===== src/rtl/mmio_pkg.sv =====
// Shared definitions for memory-mapped peripherals hanging off the data-side store bus.
// Holds the UART transmitter state type and the default register addresses.
package mmio_pkg;

  typedef enum logic [1:0] {
    IDLE  = 2'd0,
    START = 2'd1,
    DATA  = 2'd2,
    STOP  = 2'd3
  } uart_state_t;

  localparam logic [15:0] UART_ADDR_DEFAULT = 16'hFF00;
  localparam logic [15:0] CTRL_ADDR_DEFAULT = 16'hFF02;

endpackage


===== src/rtl/mmio_uart_tx_if.sv =====
// Data-side store bus as seen by MMIO peripherals: strobe, byte address and store data.
interface mmio_uart_tx_if #(
  parameter int n = 16
) ();

  logic         memwrite;
  logic [n-1:0] dataadr;
  logic [n-1:0] writedata;

  modport master (output memwrite, output dataadr, output writedata);
  modport slave  (input  memwrite, input  dataadr, input  writedata);

endinterface


===== src/rtl/sync_fifo.sv =====
// Synchronous FIFO with first-word-fall-through read; a push is accepted when full
// only if a pop happens in the same cycle.
module sync_fifo #(
  parameter int WIDTH = 8,
  parameter int DEPTH = 8
) (
  input  logic                     clk,
  input  logic                     reset,
  input  logic                     push,
  input  logic                     pop,
  input  logic [WIDTH-1:0]         din,
  output logic [WIDTH-1:0]         dout,
  output logic                     full,
  output logic                     empty,
  output logic [$clog2(DEPTH):0]   count
);

  localparam int AW = $clog2(DEPTH);

  logic [WIDTH-1:0] mem_q [DEPTH];
  logic [WIDTH-1:0] mem_d [DEPTH];
  logic [AW-1:0]    wptr_q, wptr_d;
  logic [AW-1:0]    rptr_q, rptr_d;
  logic [AW:0]      count_q, count_d;
  logic             do_push_s;
  logic             do_pop_s;

  assign full  = (count_q == (AW+1)'(DEPTH));
  assign empty = (count_q == '0);
  assign count = count_q;
  assign dout  = mem_q[rptr_q];

  // Next-state for storage, pointers and occupancy.
  always_comb begin
    do_push_s = push && (!full || pop);
    do_pop_s  = pop && !empty;
    mem_d     = mem_q;
    wptr_d    = wptr_q;
    rptr_d    = rptr_q;
    count_d   = count_q;
    if (do_push_s) begin
      mem_d[wptr_q] = din;
      wptr_d        = wptr_q + AW'(1);
    end else begin
      wptr_d = wptr_q;
    end
    if (do_pop_s) begin
      rptr_d = rptr_q + AW'(1);
    end else begin
      rptr_d = rptr_q;
    end
    case ({do_push_s, do_pop_s})
      2'b10:   count_d = count_q + (AW+1)'(1);
      2'b01:   count_d = count_q - (AW+1)'(1);
      default: count_d = count_q;
    endcase
  end

  // State registers; reset discards contents by clearing pointers and storage.
  always_ff @(posedge clk) begin
    if (reset) begin
      for (int i = 0; i < DEPTH; i++) begin
        mem_q[i] <= '0;
      end
      wptr_q  <= '0;
      rptr_q  <= '0;
      count_q <= '0;
    end else begin
      mem_q   <= mem_d;
      wptr_q  <= wptr_d;
      rptr_q  <= rptr_d;
      count_q <= count_d;
    end
  end

endmodule


===== src/rtl/mmio_uart_tx.sv =====
// Memory-mapped 8N1 UART transmitter: TX-address stores queue a byte, the FSM
// serializes queued bytes LSB first with gap-free back-to-back frames.
module mmio_uart_tx
  import mmio_pkg::*;
#(
  parameter int           n            = 16,
  parameter logic [n-1:0] UART_ADDR    = n'(UART_ADDR_DEFAULT),
  parameter logic [n-1:0] CTRL_ADDR    = n'(CTRL_ADDR_DEFAULT),
  parameter int           CLKS_PER_BIT = 4,
  parameter int           DEPTH        = 8
) (
  input  logic                   clk,
  input  logic                   reset,
  mmio_uart_tx_if.slave          bus,
  output logic                   tx,
  output logic                   tx_busy,
  output logic                   fifo_full,
  output logic [$clog2(DEPTH):0] fifo_count,
  output logic                   overflow
);

  localparam int BAUD_W = $clog2(CLKS_PER_BIT);

  uart_state_t       state_q, state_d;
  logic [BAUD_W-1:0] baud_q, baud_d;
  logic [2:0]        bit_q, bit_d;
  logic [7:0]        shift_q, shift_d;
  logic              tx_q, tx_d;
  logic              overflow_q, overflow_d;

  logic              tx_store_s, ctrl_clr_s, push_s, pop_s, drop_s;
  logic              baud_end_s, fifo_empty_s;
  logic [7:0]        fifo_dout_s;

  sync_fifo #(
    .WIDTH (8),
    .DEPTH (DEPTH)
  ) u_fifo (
    .clk   (clk),
    .reset (reset),
    .push  (push_s),
    .pop   (pop_s),
    .din   (bus.writedata[7:0]),
    .dout  (fifo_dout_s),
    .full  (fifo_full),
    .empty (fifo_empty_s),
    .count (fifo_count)
  );

  assign tx       = tx_q;
  assign overflow = overflow_q;
  assign tx_busy  = (state_q != IDLE) || (fifo_count != '0);

  // Address decode and sticky overflow; a drop in the clearing cycle keeps the flag set.
  always_comb begin
    tx_store_s = bus.memwrite && (bus.dataadr == UART_ADDR);
    ctrl_clr_s = bus.memwrite && (bus.dataadr == CTRL_ADDR) && bus.writedata[0];
    push_s     = tx_store_s && (!fifo_full || pop_s);
    drop_s     = tx_store_s && fifo_full && !pop_s;
    if (drop_s) begin
      overflow_d = 1'b1;
    end else if (ctrl_clr_s) begin
      overflow_d = 1'b0;
    end else begin
      overflow_d = overflow_q;
    end
  end

  // Frame sequencer: each state lasts one bit period of CLKS_PER_BIT cycles.
  always_comb begin
    state_d    = state_q;
    baud_d     = baud_q;
    bit_d      = bit_q;
    shift_d    = shift_q;
    pop_s      = 1'b0;
    baud_end_s = (baud_q == BAUD_W'(CLKS_PER_BIT - 1));
    case (state_q)
      IDLE: begin
        baud_d = '0;
        if (!fifo_empty_s) begin
          pop_s   = 1'b1;
          shift_d = fifo_dout_s;
          state_d = START;
        end else begin
          state_d = IDLE;
        end
      end
      START: begin
        if (baud_end_s) begin
          baud_d  = '0;
          bit_d   = 3'd0;
          state_d = DATA;
        end else begin
          baud_d = baud_q + BAUD_W'(1);
        end
      end
      DATA: begin
        if (baud_end_s) begin
          baud_d  = '0;
          shift_d = {1'b0, shift_q[7:1]};
          if (bit_q == 3'd7) begin
            state_d = STOP;
          end else begin
            bit_d = bit_q + 3'd1;
          end
        end else begin
          baud_d = baud_q + BAUD_W'(1);
        end
      end
      STOP: begin
        if (baud_end_s) begin
          baud_d = '0;
          if (!fifo_empty_s) begin
            pop_s   = 1'b1;
            shift_d = fifo_dout_s;
            state_d = START;
          end else begin
            state_d = IDLE;
          end
        end else begin
          baud_d = baud_q + BAUD_W'(1);
        end
      end
      default: begin
        baud_d  = '0;
        state_d = IDLE;
      end
    endcase
  end

  // Line level follows the next state so tx can be a plain flop.
  always_comb begin
    case (state_d)
      IDLE:    tx_d = 1'b1;
      START:   tx_d = 1'b0;
      DATA:    tx_d = shift_d[0];
      STOP:    tx_d = 1'b1;
      default: tx_d = 1'b1;
    endcase
  end

  // Sequencer and flag registers; reset aborts any frame in flight.
  always_ff @(posedge clk) begin
    if (reset) begin
      state_q    <= IDLE;
      baud_q     <= '0;
      bit_q      <= 3'd0;
      shift_q    <= 8'h00;
      tx_q       <= 1'b1;
      overflow_q <= 1'b0;
    end else begin
      state_q    <= state_d;
      baud_q     <= baud_d;
      bit_q      <= bit_d;
      shift_q    <= shift_d;
      tx_q       <= tx_d;
      overflow_q <= overflow_d;
    end
  end

endmodule


===== src/flat_wrapper.sv =====
// flat-port wrapper written by rule: the top's interface ports become plain ports
module mmio_uart_tx_flat import mmio_pkg::*;
#(
  parameter int           n            = 16,
  parameter logic [n-1:0] UART_ADDR    = n'(UART_ADDR_DEFAULT),
  parameter logic [n-1:0] CTRL_ADDR    = n'(CTRL_ADDR_DEFAULT),
  parameter int           CLKS_PER_BIT = 4,
  parameter int           DEPTH        = 8
)
  (clk, reset, tx, tx_busy, fifo_full, fifo_count, overflow, bus_memwrite, bus_dataadr, bus_writedata);
  mmio_uart_tx_if #(.n(n)) bus_i ();
  input  logic clk;
  input  logic reset;
  output logic tx;
  output logic tx_busy;
  output logic fifo_full;
  output logic [$clog2(DEPTH):0] fifo_count;
  output logic overflow;
  input wire logic [$bits(bus_i.memwrite)-1:0] bus_memwrite;
  input wire logic [$bits(bus_i.dataadr)-1:0] bus_dataadr;
  input wire logic [$bits(bus_i.writedata)-1:0] bus_writedata;
  assign bus_i.memwrite = bus_memwrite;
  assign bus_i.dataadr = bus_dataadr;
  assign bus_i.writedata = bus_writedata;
  mmio_uart_tx #(.n(n), .UART_ADDR(UART_ADDR), .CTRL_ADDR(CTRL_ADDR), .CLKS_PER_BIT(CLKS_PER_BIT), .DEPTH(DEPTH)) u_core (.clk(clk), .reset(reset), .bus(bus_i), .tx(tx), .tx_busy(tx_busy), .fifo_full(fifo_full), .fifo_count(fifo_count), .overflow(overflow));
endmodule

===== config.mk =====
export PLATFORM = sky130hd
export DESIGN_NAME = mmio_uart_tx_flat
export DESIGN_NICKNAME = d
export VERILOG_FILES = /design/src/rtl/mmio_pkg.sv /design/src/rtl/mmio_uart_tx_if.sv /design/src/rtl/sync_fifo.sv /design/src/rtl/mmio_uart_tx.sv /design/src/flat_wrapper.sv
export SDC_FILE = /design/constraint.sdc
export NUM_CORES = 1
export LEC_CHECK = 0
export ABC_AREA = 1
export CORE_ASPECT_RATIO = 0.9
export CORE_UTILIZATION = 45
export DETAILED_ROUTE_END_ITERATION = 16
export HOLD_SLACK_MARGIN = 0.02
export SETUP_SLACK_MARGIN = 0.2
export SLEW_MARGIN = 40
export SYNTH_ARGS = -nofsm -noshare
export SYNTH_HDL_FRONTEND = slang
export SYNTH_HIERARCHICAL = 1
export SYNTH_SLANG_ARGS = --single-unit

===== constraint.sdc =====
create_clock -name clk -period 3.67 [get_ports clk]
set_clock_uncertainty 0.15 [all_clocks]
set_input_delay 0.367 -clock clk [delete_from_list [all_inputs] [get_ports clk]]
set_output_delay 0.367 -clock clk [all_outputs]
set_load 0.05 [all_outputs]

== Word level (Yosys, flattened, before mapping) ==
Cells that the tools add are included.

* Logic and storage cells: 102
* Register bits: 91
* Input port bits: 35
* Output and inout port bits: 8

* Eq/ne operators: 17
* Bitwise logic cells: 2
* Order comparisons: 3
* Add/sub/neg operators: 6
* Reduce and logical (&&, ||, !) cells: 27
* Muxes and demuxes: 29

{| class="wikitable"
|+ Operators with widths
! cell !! number
|-
| 64-bit bitwise mux || 1
|-
| 8-bit two-way mux || 6
|-
| 16-bit == test, second input constant || 2
|-
| 8-bit binary-select mux with 3-bit select || 1
|-
| 8-bit demux with 3-bit select || 1
|-
| 8-bit case mux with 3 select lines || 1
|-
| 2-bit == test, second input constant || 6
|-
| 2-bit two-way mux || 5
|-
| 3-bit by 1-bit adder with 3-bit output, second input constant || 3
|-
| 1-bit logical AND || 9
|-
| 3-bit two-way mux || 3
|-
| 4-bit >= comparator, second input constant || 2
|-
| 3-bit inverter with 4-bit output || 2
|-
| 2-bit case mux with 4 select lines || 1
|-
| 4-bit case mux with 2 select lines || 1
|-
| 2-bit nonzero test || 4
|-
| 2-bit by 1-bit == test with 1-bit output, second input constant || 3
|-
| 2-bit by 1-bit != test with 1-bit output, second input constant || 3
|-
| 3-bit case mux with 2 select lines || 1
|-
| 1-bit two-way mux || 5
|-
| 4-bit by 1-bit adder with 4-bit output, second input constant || 1
|-
| 4-bit == test, second input constant || 1
|-
| 2-bit zero test || 2
|-
| 4-bit zero test || 1
|-
| 16 further kinds || 19
|}

== Depth between registers and ports, before layout ==
Gate-level depths: netlist (run 1).

* Word-level depth: 9
* Depth in mapped cells: 19
* Gate-level depth less buffers: 18

== By module ==
The synthesis (run 1) kept the hierarchy.

{| class="wikitable"
|+ Modules (own cells, without submodules)
! module !! area each (um2) !! cells an instance !! seq. area each (um2) !! instances
|-
| sync_fifo || 4,413.0 || 699 || 1,481.4 || 1
|-
| mmio_uart_tx || 1,149.9 || 172 || 340.3 || 1
|}

== Worst setup path after synthesis (run 1) ==
OpenSTA, ideal clock, no wires.

* Path kind: register to register
* From: register u_core.u_fifo.count_q[3] (netlist: u_core/u_fifo/count[3])
* To: register u_core.u_fifo.count_q[2] (netlist: u_core/u_fifo/count[2])
* Path slack: -0.701 ns
* Cell stages (with the launch flop): 14
* Data arrival time: 4.106 ns
* Required time: 3.405 ns
* Setup time: 0.115 ns
* Path through: dfxtp_1 > inv_2 > nor4_1 > inv_1 > nor2_2 > nor2_1 > clkbuf_1 > nand2_1 > ha_1 > inv_1 > fa_1 > xnor2_1 > o21ai_0 > inv_1

* Elaborated cells on any way between the ends: 15

{| class="wikitable"
|+ RTL lines
! element !! RTL line !! text
|-
| from (decl) || sync_fifo.sv:24 || <nowiki>logic [AW:0] count_q, count_d;</nowiki>
|-
| from (signal assigned) || sync_fifo.sv:72 || <nowiki>count_q <= count_d;</nowiki>
|-
| 4-bit == test * || sync_fifo.sv:28 || <nowiki>assign full = (count_q == (AW+1)'(DEPTH));</nowiki>
|-
| named net fifo_full || flat_wrapper.sv:16 || <nowiki>output logic fifo_full;</nowiki>
|-
| 1-bit zero test * || mmio_uart_tx.sv:58 || <nowiki>push_s = tx_store_s && (!fifo_full || pop_s);</nowiki>
|-
| 1-bit logical OR * || mmio_uart_tx.sv:58 ||
|-
| 1-bit logical AND * || mmio_uart_tx.sv:58 ||
|-
| named net u_core.push_s || mmio_uart_tx.sv:31 || <nowiki>logic tx_store_s, ctrl_clr_s, push_s, pop_s, drop_s;</nowiki>
|-
| 1-bit logical AND * || sync_fifo.sv:35 || <nowiki>do_push_s = push && (!full || pop);</nowiki>
|-
| 2-bit by 1-bit == test with 1-bit output or 2-bit == test (tied branches) || sync_fifo.sv:52 || <nowiki>case ({do_push_s, do_pop_s})</nowiki>
|-
| 4-bit case mux with 2 select lines or 2-bit nonzero test (tied branches) || -- ||
|}

Mark *: on every way through the listed nets, which the timed path passes. The rest lies on a longest branch.
A chain may end at the register's enable or synchronous reset.

== Worst setup path in the final report (run 1) ==
* From: register u_core.state_q[1]
* To: register u_core/u_fifo/mem_q[22] (netlist name)

* Cells in the longest elaborated chain, start to end: 5
* Elaborated cells on any way between the ends: 6

{| class="wikitable"
|+ Ends and longest elaborated chain
! element !! RTL line !! text
|-
| from (decl) || mmio_uart_tx.sv:24 || <nowiki>uart_state_t state_q, state_d;</nowiki>
|-
| from (signal assigned) || mmio_uart_tx.sv:152 || <nowiki>state_q <= state_d;</nowiki>
|-
| 2-bit == test or 2-bit zero test (tied branches) || mmio_uart_tx.sv:77 || <nowiki>case (state_q)</nowiki>
|-
| 1-bit case mux with 2 select lines * || mmio_uart_tx.sv:77 ||
|-
| named net u_core.pop_s || mmio_uart_tx.sv:31 ||
|-
| 1-bit logical OR * || mmio_uart_tx.sv:58 ||
|-
| 1-bit logical AND * || mmio_uart_tx.sv:58 ||
|-
| named net u_core.push_s || mmio_uart_tx.sv:31 ||
|-
| 1-bit logical AND * || sync_fifo.sv:35 ||
|-
| to (signal assigned) || sync_fifo.sv:69 || <nowiki>mem_q <= mem_d;</nowiki>
|-
| to (decl) || sync_fifo.sv:20 || <nowiki>logic [WIDTH-1:0] mem_q [DEPTH];</nowiki>
|}

Marks and branches as above.

==> results.sh, run 1 <==
export IMPL_ys_seq_area_frac=0.327
export IMPL_cts_root_buf="clkbuf_16"
export IMPL_grt_setup_unrepaired="no"
export IMPL_synth_flop_cell="dfxtp_1"
export IMPL_crit_type="register to register"
export IMPL_cts_buffers=9
export IMPL_relSlewSlack=0.504
export IMPL_finalSetupViolations=0
export IMPL_synth_area_mm2=0.00556
export IMPL_whs_ps=270
export IMPL_post_cts_buffers=0
export IMPL_dr_pass1_iters=5
export IMPL_fmax_mhz=342
export IMPL_critPathCaptureType="register"
export IMPL_overflow=0
export IMPL_mostFrequentLayoutCells="nand2_1, inv_1, dfxtp_1, nor2_1, nand4_1"
export IMPL_avgSynthCellArea_um2=6.39
export IMPL_async_flop_share=0
export IMPL_yosysWarnings=6
export IMPL_diodes=0
export IMPL_port_buffers=34
export IMPL_fill_cells=1204
export IMPL_cp_required_ps=3810
export IMPL_vias_per_cell=5.02
export IMPL_insertion_delay_ps=350
export IMPL_die_h_um=107
export IMPL_grt_pass1_vias=4728
export IMPL_dp_hpwl_um=9490
export IMPL_nNetsFinal=937
export IMPL_worstPathCellList="inv_1 -> ha_1 -> nor2_1 -> nand2_1 -> inv_2 -> nor2_2 -> nor2_4 -> buf_4 -> buf_4 -> nand3_4 -> nand2_1 -> inv_1 -> nor2_1"
export IMPL_post_drt_wl_per_cell_um=13.6
export IMPL_core_area_mm2=0.0120
export IMPL_r2r_slack_ps=750
export IMPL_initial_utilization=0.462
export IMPL_slowest_delay_ps=500
export IMPL_clk_pin_slew_ps=60
export IMPL_finalSetupTns_ps=0
export IMPL_period_share=0.796
export IMPL_hold_buffers=0
export IMPL_hp_class="register to register"
export IMPL_clockBufferDepth=2
export IMPL_critPathArrivalTime_ps=3060
export IMPL_drc=0
export IMPL_critPathTopFamily="buffers and inverters"
export IMPL_outcome="completed"
export IMPL_grt_start_max_net_pins=74
export IMPL_grt_antenna_before_repair=0
export IMPL_io_pins=43
export IMPL_ys_seq_elements=91
export IMPL_hold_viol_final=0
export IMPL_syn_inst=871
export IMPL_synth_area_mux_share=0
export IMPL_cp_num_buf_inv=5
export IMPL_post_route_min_period_ps=2920
export IMPL_htree_levels=3
export IMPL_cts_sinks=91
export IMPL_tightest_slew_ps=739
export IMPL_yosys_area_share_simple=0.354
export IMPL_grt_usage=0.230
export IMPL_die_w_um=119
export IMPL_gp_congestion=0.814
export IMPL_synth_top_family_by_area="simple AND/OR/NAND/NOR gates"
export IMPL_grt_first_pass_wirelength_um=23200
export IMPL_path_max_fanout=38
export IMPL_regArea_mm2=0.00182
export IMPL_synth_distinct_cells=39
export IMPL_drt_iter0_drc=407
export IMPL_synth_xor_area_frac=0.00787
export IMPL_cp_slowest_cell="buf_4"
export IMPL_slew_violations=0
export IMPL_rows=38
export IMPL_wl_um=14300
export IMPL_synth_compound_area_frac=0.108
export IMPL_dieArea_mm2=0.0128
export IMPL_p_leak_nw=2.84
export IMPL_p_per_area_mw_per_mm2=333
export IMPL_max_cap_violations=0
export IMPL_vdd_drop_max_uv=258
export IMPL_layout_drive_gt1_share=0.0808
export IMPL_synthAdderAreaFrac=0.0373
export IMPL_syn_num_nets=922
export IMPL_final_common_cell="nand2_1"
export IMPL_vias=5277
export IMPL_ant_nets=0
export IMPL_synth_edf_count=0
export IMPL_cts_resized=0
export IMPL_syn_to_final_growth_pct=13.2
export IMPL_start_kind="register"
export IMPL_cts_tree="built"
export IMPL_multi_input_area_mm2=0.00285
## report_power, final
part / total (mW) / internal (mW) / switching (mW)
clock network: 1.02 / 0.633 / 0.392
logic: 0.0858 / 0.0373 / 0.0485
registers: 0.987 / 0.987 / 0.00000637
total: 2.10 / 1.66 / 0.440
## worst paths after layout
kind,from,endpoint,cells past startpoint
worst min-delay path,u_core/baud_q[0],u_core/baud_q[0],1
worst max-delay path,u_core/state_q[1],u_core/u_fifo/mem_q[22],13
worst min register to register,u_core/baud_q[0],u_core/baud_q[0],1
worst max register to register,u_core/state_q[1],u_core/u_fifo/mem_q[22],13
## routing by layer
layer	vias to the layer above	global-route usage	wire length, um
li1	2743	-	-
met1	2386	0.302	6600
met2	134	0.377	6770
met3	14	0.0450	718
met4	0	0.0805	189
met5	-	0	0
## cell type report
cell class / count / area share
Sequential cell: 91 / 0.289
Clock inverter: 4 / 0.0115
Multi-Input combinational cell: 559 / 0.452
Clock buffer: 12 / 0.0407
Timing Repair Buffer: 45 / 0.0677
Inverter: 180 / 0.107
Tap cell: 160 / 0.0318
## cell usage after synthesis (3+ instances only)
master | n | area (um2)
dfxtp_1 | 91 | 1820
nand2_1 | 226 | 848
o21ai_0 | 37 | 185
nand3_4 | 7 | 123
nor2_2 | 12 | 75.1
ha_1 | 15 | 188
nand4_1 | 65 | 407
nand3_1 | 14 | 70.1
inv_1 | 169 | 634
buf_1 | 3 | 11.3
a21oi_1 | 50 | 250
nor2_1 | 90 | 338
buf_6 | 9 | 101
nand2_2 | 4 | 25.0
buf_2 | 10 | 50.1
o21ai_1 | 14 | 70.1
clkbuf_1 | 16 | 60.1
inv_2 | 10 | 37.5
xor2_1 | 3 | 26.3
## metrics by stage
step	util	setup slack, ps	instances	power [mW]	cell area [um2]
detailed placement	0.496	603	1035	1.10	5970
floorplan	-	291	871	1.05	5580
global placement	0.496	665	1035	1.09	5970
CTS	0.523	777	1051	2.12	6290
finish	0.524	748	1051	2.10	6300
global route	0.524	523	1051	2.16	6300
## registers in the layout, indices dropped and copies added, names as in the netlist
| signal | cells |
|---|---|
| u_core/baud_q | 2 |
| u_core/bit_q | 3 |
| u_core/overflow | 1 |
| u_core/shift_q | 8 |
| u_core/state_q | 2 |
| u_core/tx | 1 |
| u_core/u_fifo/count | 4 |
| u_core/u_fifo/mem_q | 64 |
| u_core/u_fifo/rptr_q | 3 |
| u_core/u_fifo/wptr_q | 3 |
## worst reg2reg max path: stages, from the launching register on
cell and delay, ps:
dfxtp_1 470, inv_1 130, ha_1 290, nor2_1 90, nand2_1 70, inv_2 90
nor2_2 60, nor2_4 100, buf_4 410, buf_4 520, nand3_4 230, nand2_1 130
inv_1 50, nor2_1 90
## logic make-up (layout without fill, tap and decap cells)
family | count (synthesis) | in the layout
xor+xnor | 5 | 5
buf+inv | 221 | 241
flops | 91 | 91
fa+ha+maj | 16 | 16
simple gates | 426 | 426
compound gates | 112 | 112
No activity file was read; power rests on OpenSTA's default activity.
==> inputs of run 2 (changes only) <==
==> constraint.sdc (replaced) <==
create_clock -name clk -period 2.8 [get_ports clk]
set_clock_uncertainty 0.15 [all_clocks]
set_input_delay 0.28 -clock clk [delete_from_list [all_inputs] [get_ports clk]]
set_output_delay 0.28 -clock clk [all_outputs]
set_load 0.05 [all_outputs]
==> results.sh, run 2 (synthesis results as in run 1) <==
export IMPL_clk_pin_slew_ps=60
export IMPL_total_power_mw=2.61
export IMPL_port_buffers=34
export IMPL_dp_hpwl_um=9620
export IMPL_gp_congestion=0.836
export IMPL_clockBufferDepth=2
export IMPL_grt_pass1_vias=4769
export IMPL_crit_type="register to register"
export IMPL_dpl_cell_area_mm2=0.00609
export IMPL_post_route_min_period_ps=2470
export IMPL_vias=5330
export IMPL_grt_setup_unrepaired="no"
export IMPL_overflow=0
export IMPL_cp_slowest_cell="dfxtp_4"
export IMPL_post_drt_wl_per_cell_um=13.8
export IMPL_critPathCaptureType="register"
export IMPL_rows=38
export IMPL_final_common_cell="nand2_1"
export IMPL_io_pins=43
export IMPL_dp_cells=1038
export IMPL_hold_viol_final=0
export IMPL_cts_tree="built"
export IMPL_cts_buffers=9
export IMPL_cp_endpoint="u_core/u_fifo/count[3]"
export IMPL_drc=0
export IMPL_hold_buffers=0
export IMPL_rr_startpoint="u_core/state_q[1]"
export IMPL_grt_usage=0.238
export IMPL_layout_drive_gt1_share=0.102
export IMPL_tightest_slew_ps=564
export IMPL_insertion_delay_ps=350
export IMPL_die_h_um=107
export IMPL_wl_um=14500
export IMPL_grt_start_max_net_pins=74
export IMPL_vdd_drop_max_uv=213
export IMPL_vias_per_cell=5.05
export IMPL_finalSetupTns_ps=0
export IMPL_fill_cells=1231
export IMPL_grt_first_pass_wirelength_um=23700
export IMPL_worstPathCellList="inv_1 -> ha_2 -> inv_1 -> nand2_2 -> nand2_1 -> inv_2 -> nor2_4 -> nor2_4 -> nand2_4 -> ha_4 -> ha_1 -> nand3_1 -> nand3_1 -> nand2_1 -> nand3_1 -> nand2_1 -> inv_1"
export IMPL_core_area_mm2=0.0120
export IMPL_regMostFlops="u_core/u_fifo/mem_q"
export IMPL_worst_r2r_cell_count=17
export IMPL_drt_iter0_drc=440
export IMPL_relSlewSlack=0.624
export IMPL_r2r_slack_ps=330
export IMPL_r2r_end="u_core/u_fifo/count[3]"
export IMPL_critPathArrivalTime_ps=2570
export IMPL_path_max_fanout=7
export IMPL_nNetsFinal=941
export IMPL_initial_utilization=0.462
export IMPL_slew_violations=0
export IMPL_start_kind="register"
export IMPL_cts_root_buf="clkbuf_16"
export IMPL_dieArea_mm2=0.0128
export IMPL_multi_input_area_mm2=0.00290
export IMPL_p_per_area_mw_per_mm2=407
export IMPL_finalSetupViolations=0
export IMPL_fin_cells=1055
export IMPL_mostFrequentLayoutCells="nand2_1, inv_1, nor2_1, dfxtp_1, nand4_1"
export IMPL_p_leak_nw=2.89
export IMPL_cp_required_ps=2900
export IMPL_outcome="completed"
export IMPL_grt_antenna_before_repair=0
export IMPL_ant_nets=0
export IMPL_period_share=0.884
export IMPL_hold_depth=1
export IMPL_fin_area_mm2=0.00642
export IMPL_cts_sinks=91
export IMPL_largest_reg_flops=64
export IMPL_hp_start="u_core/baud_q[0]"
export IMPL_die_w_um=119
export IMPL_slowest_delay_ps=370
export IMPL_syn_to_final_growth_pct=15.4
export IMPL_htree_levels=3
export IMPL_diodes=0
export IMPL_startpoint="u_core/state_q[1]"
export IMPL_hp_class="register to register"
export IMPL_regArea_mm2=0.00184
export IMPL_fmax_mhz=404
export IMPL_max_cap_violations=0
export IMPL_dr_pass1_iters=5
run 2: what timing repair did:
action,4_1_cts,5_1_grt
buffers inserted,0,1
setup endpoints to repair,2,3
gates resized for setup,2,8
pin swaps,0,1
run 2: cell type report:
class	instances	share of cell area
clock inverter	1	0.000779
timing repair buffer	49	0.0803
clock buffer	15	0.0448
sequential	91	0.286
inverter	180	0.105
tap	160	0.0312
multi-input combinational	559	0.451
run 2: per-layer routing:
layer,vias up,routed length [um],share of wire,GRT usage
li1,2749,-,-,-
met1,2409,7050,0.49,0.341
met2,157,6330,0.44,0.361
met3,15,870,0.060,0.0318
met4,0,257,0.018,0.0940
met5,-,0,0,0
run 2: worst max-delay path: cells and delay by family (launching register included):
family / cells / cell delay, ps
flip-flops: 1 / 370
adder cells (fa/ha/maj): 3 / 690
AND/OR/NAND/NOR: 10 / 870
buffers and inverters: 4 / 270
run 2: how the worst min path moves through the flow:
stage | end | slack (ps)
2_1_floorplan | u_core/shift_q[4] | 190
3_3_place_gp | u_core/baud_q[0] | 260
3_5_place_dp | u_core/baud_q[0] | 270
4_1_cts | u_core/baud_q[0] | 280
5_1_grt | u_core/baud_q[0] | 290
6_report | u_core/baud_q[0] | 280
run 2: metrics by stage:
step                hold WS (ps)  worst slack, ps  utilization
floorplan                    192              114            -
global placement             256             95.4        0.506
detailed placement           270             58.9        0.506
CTS                          279              203        0.531
global route                 286              200        0.534
finish                       278              326        0.534
run 2: report_power, final:
part / total, mW / internal (mW) / switching [mW]
combinational: 0.116 / 0.0507 / 0.0657
sequential: 1.29 / 1.29 / 0.00000879
clock: 1.21 / 0.699 / 0.509
==> inputs of run 3 (changes only) <==
--- a/config.mk
+++ b/config.mk
@@ -11,7 +11,6 @@
 export DETAILED_ROUTE_END_ITERATION = 16
 export HOLD_SLACK_MARGIN = 0.02
 export SETUP_SLACK_MARGIN = 0.2
-export SLEW_MARGIN = 40
 export SYNTH_ARGS = -nofsm -noshare
 export SYNTH_HDL_FRONTEND = slang
 export SYNTH_HIERARCHICAL = 1
==> results of run 3 <==
Same layout as run 2: the final DEF is identical, and so are final timing and power.
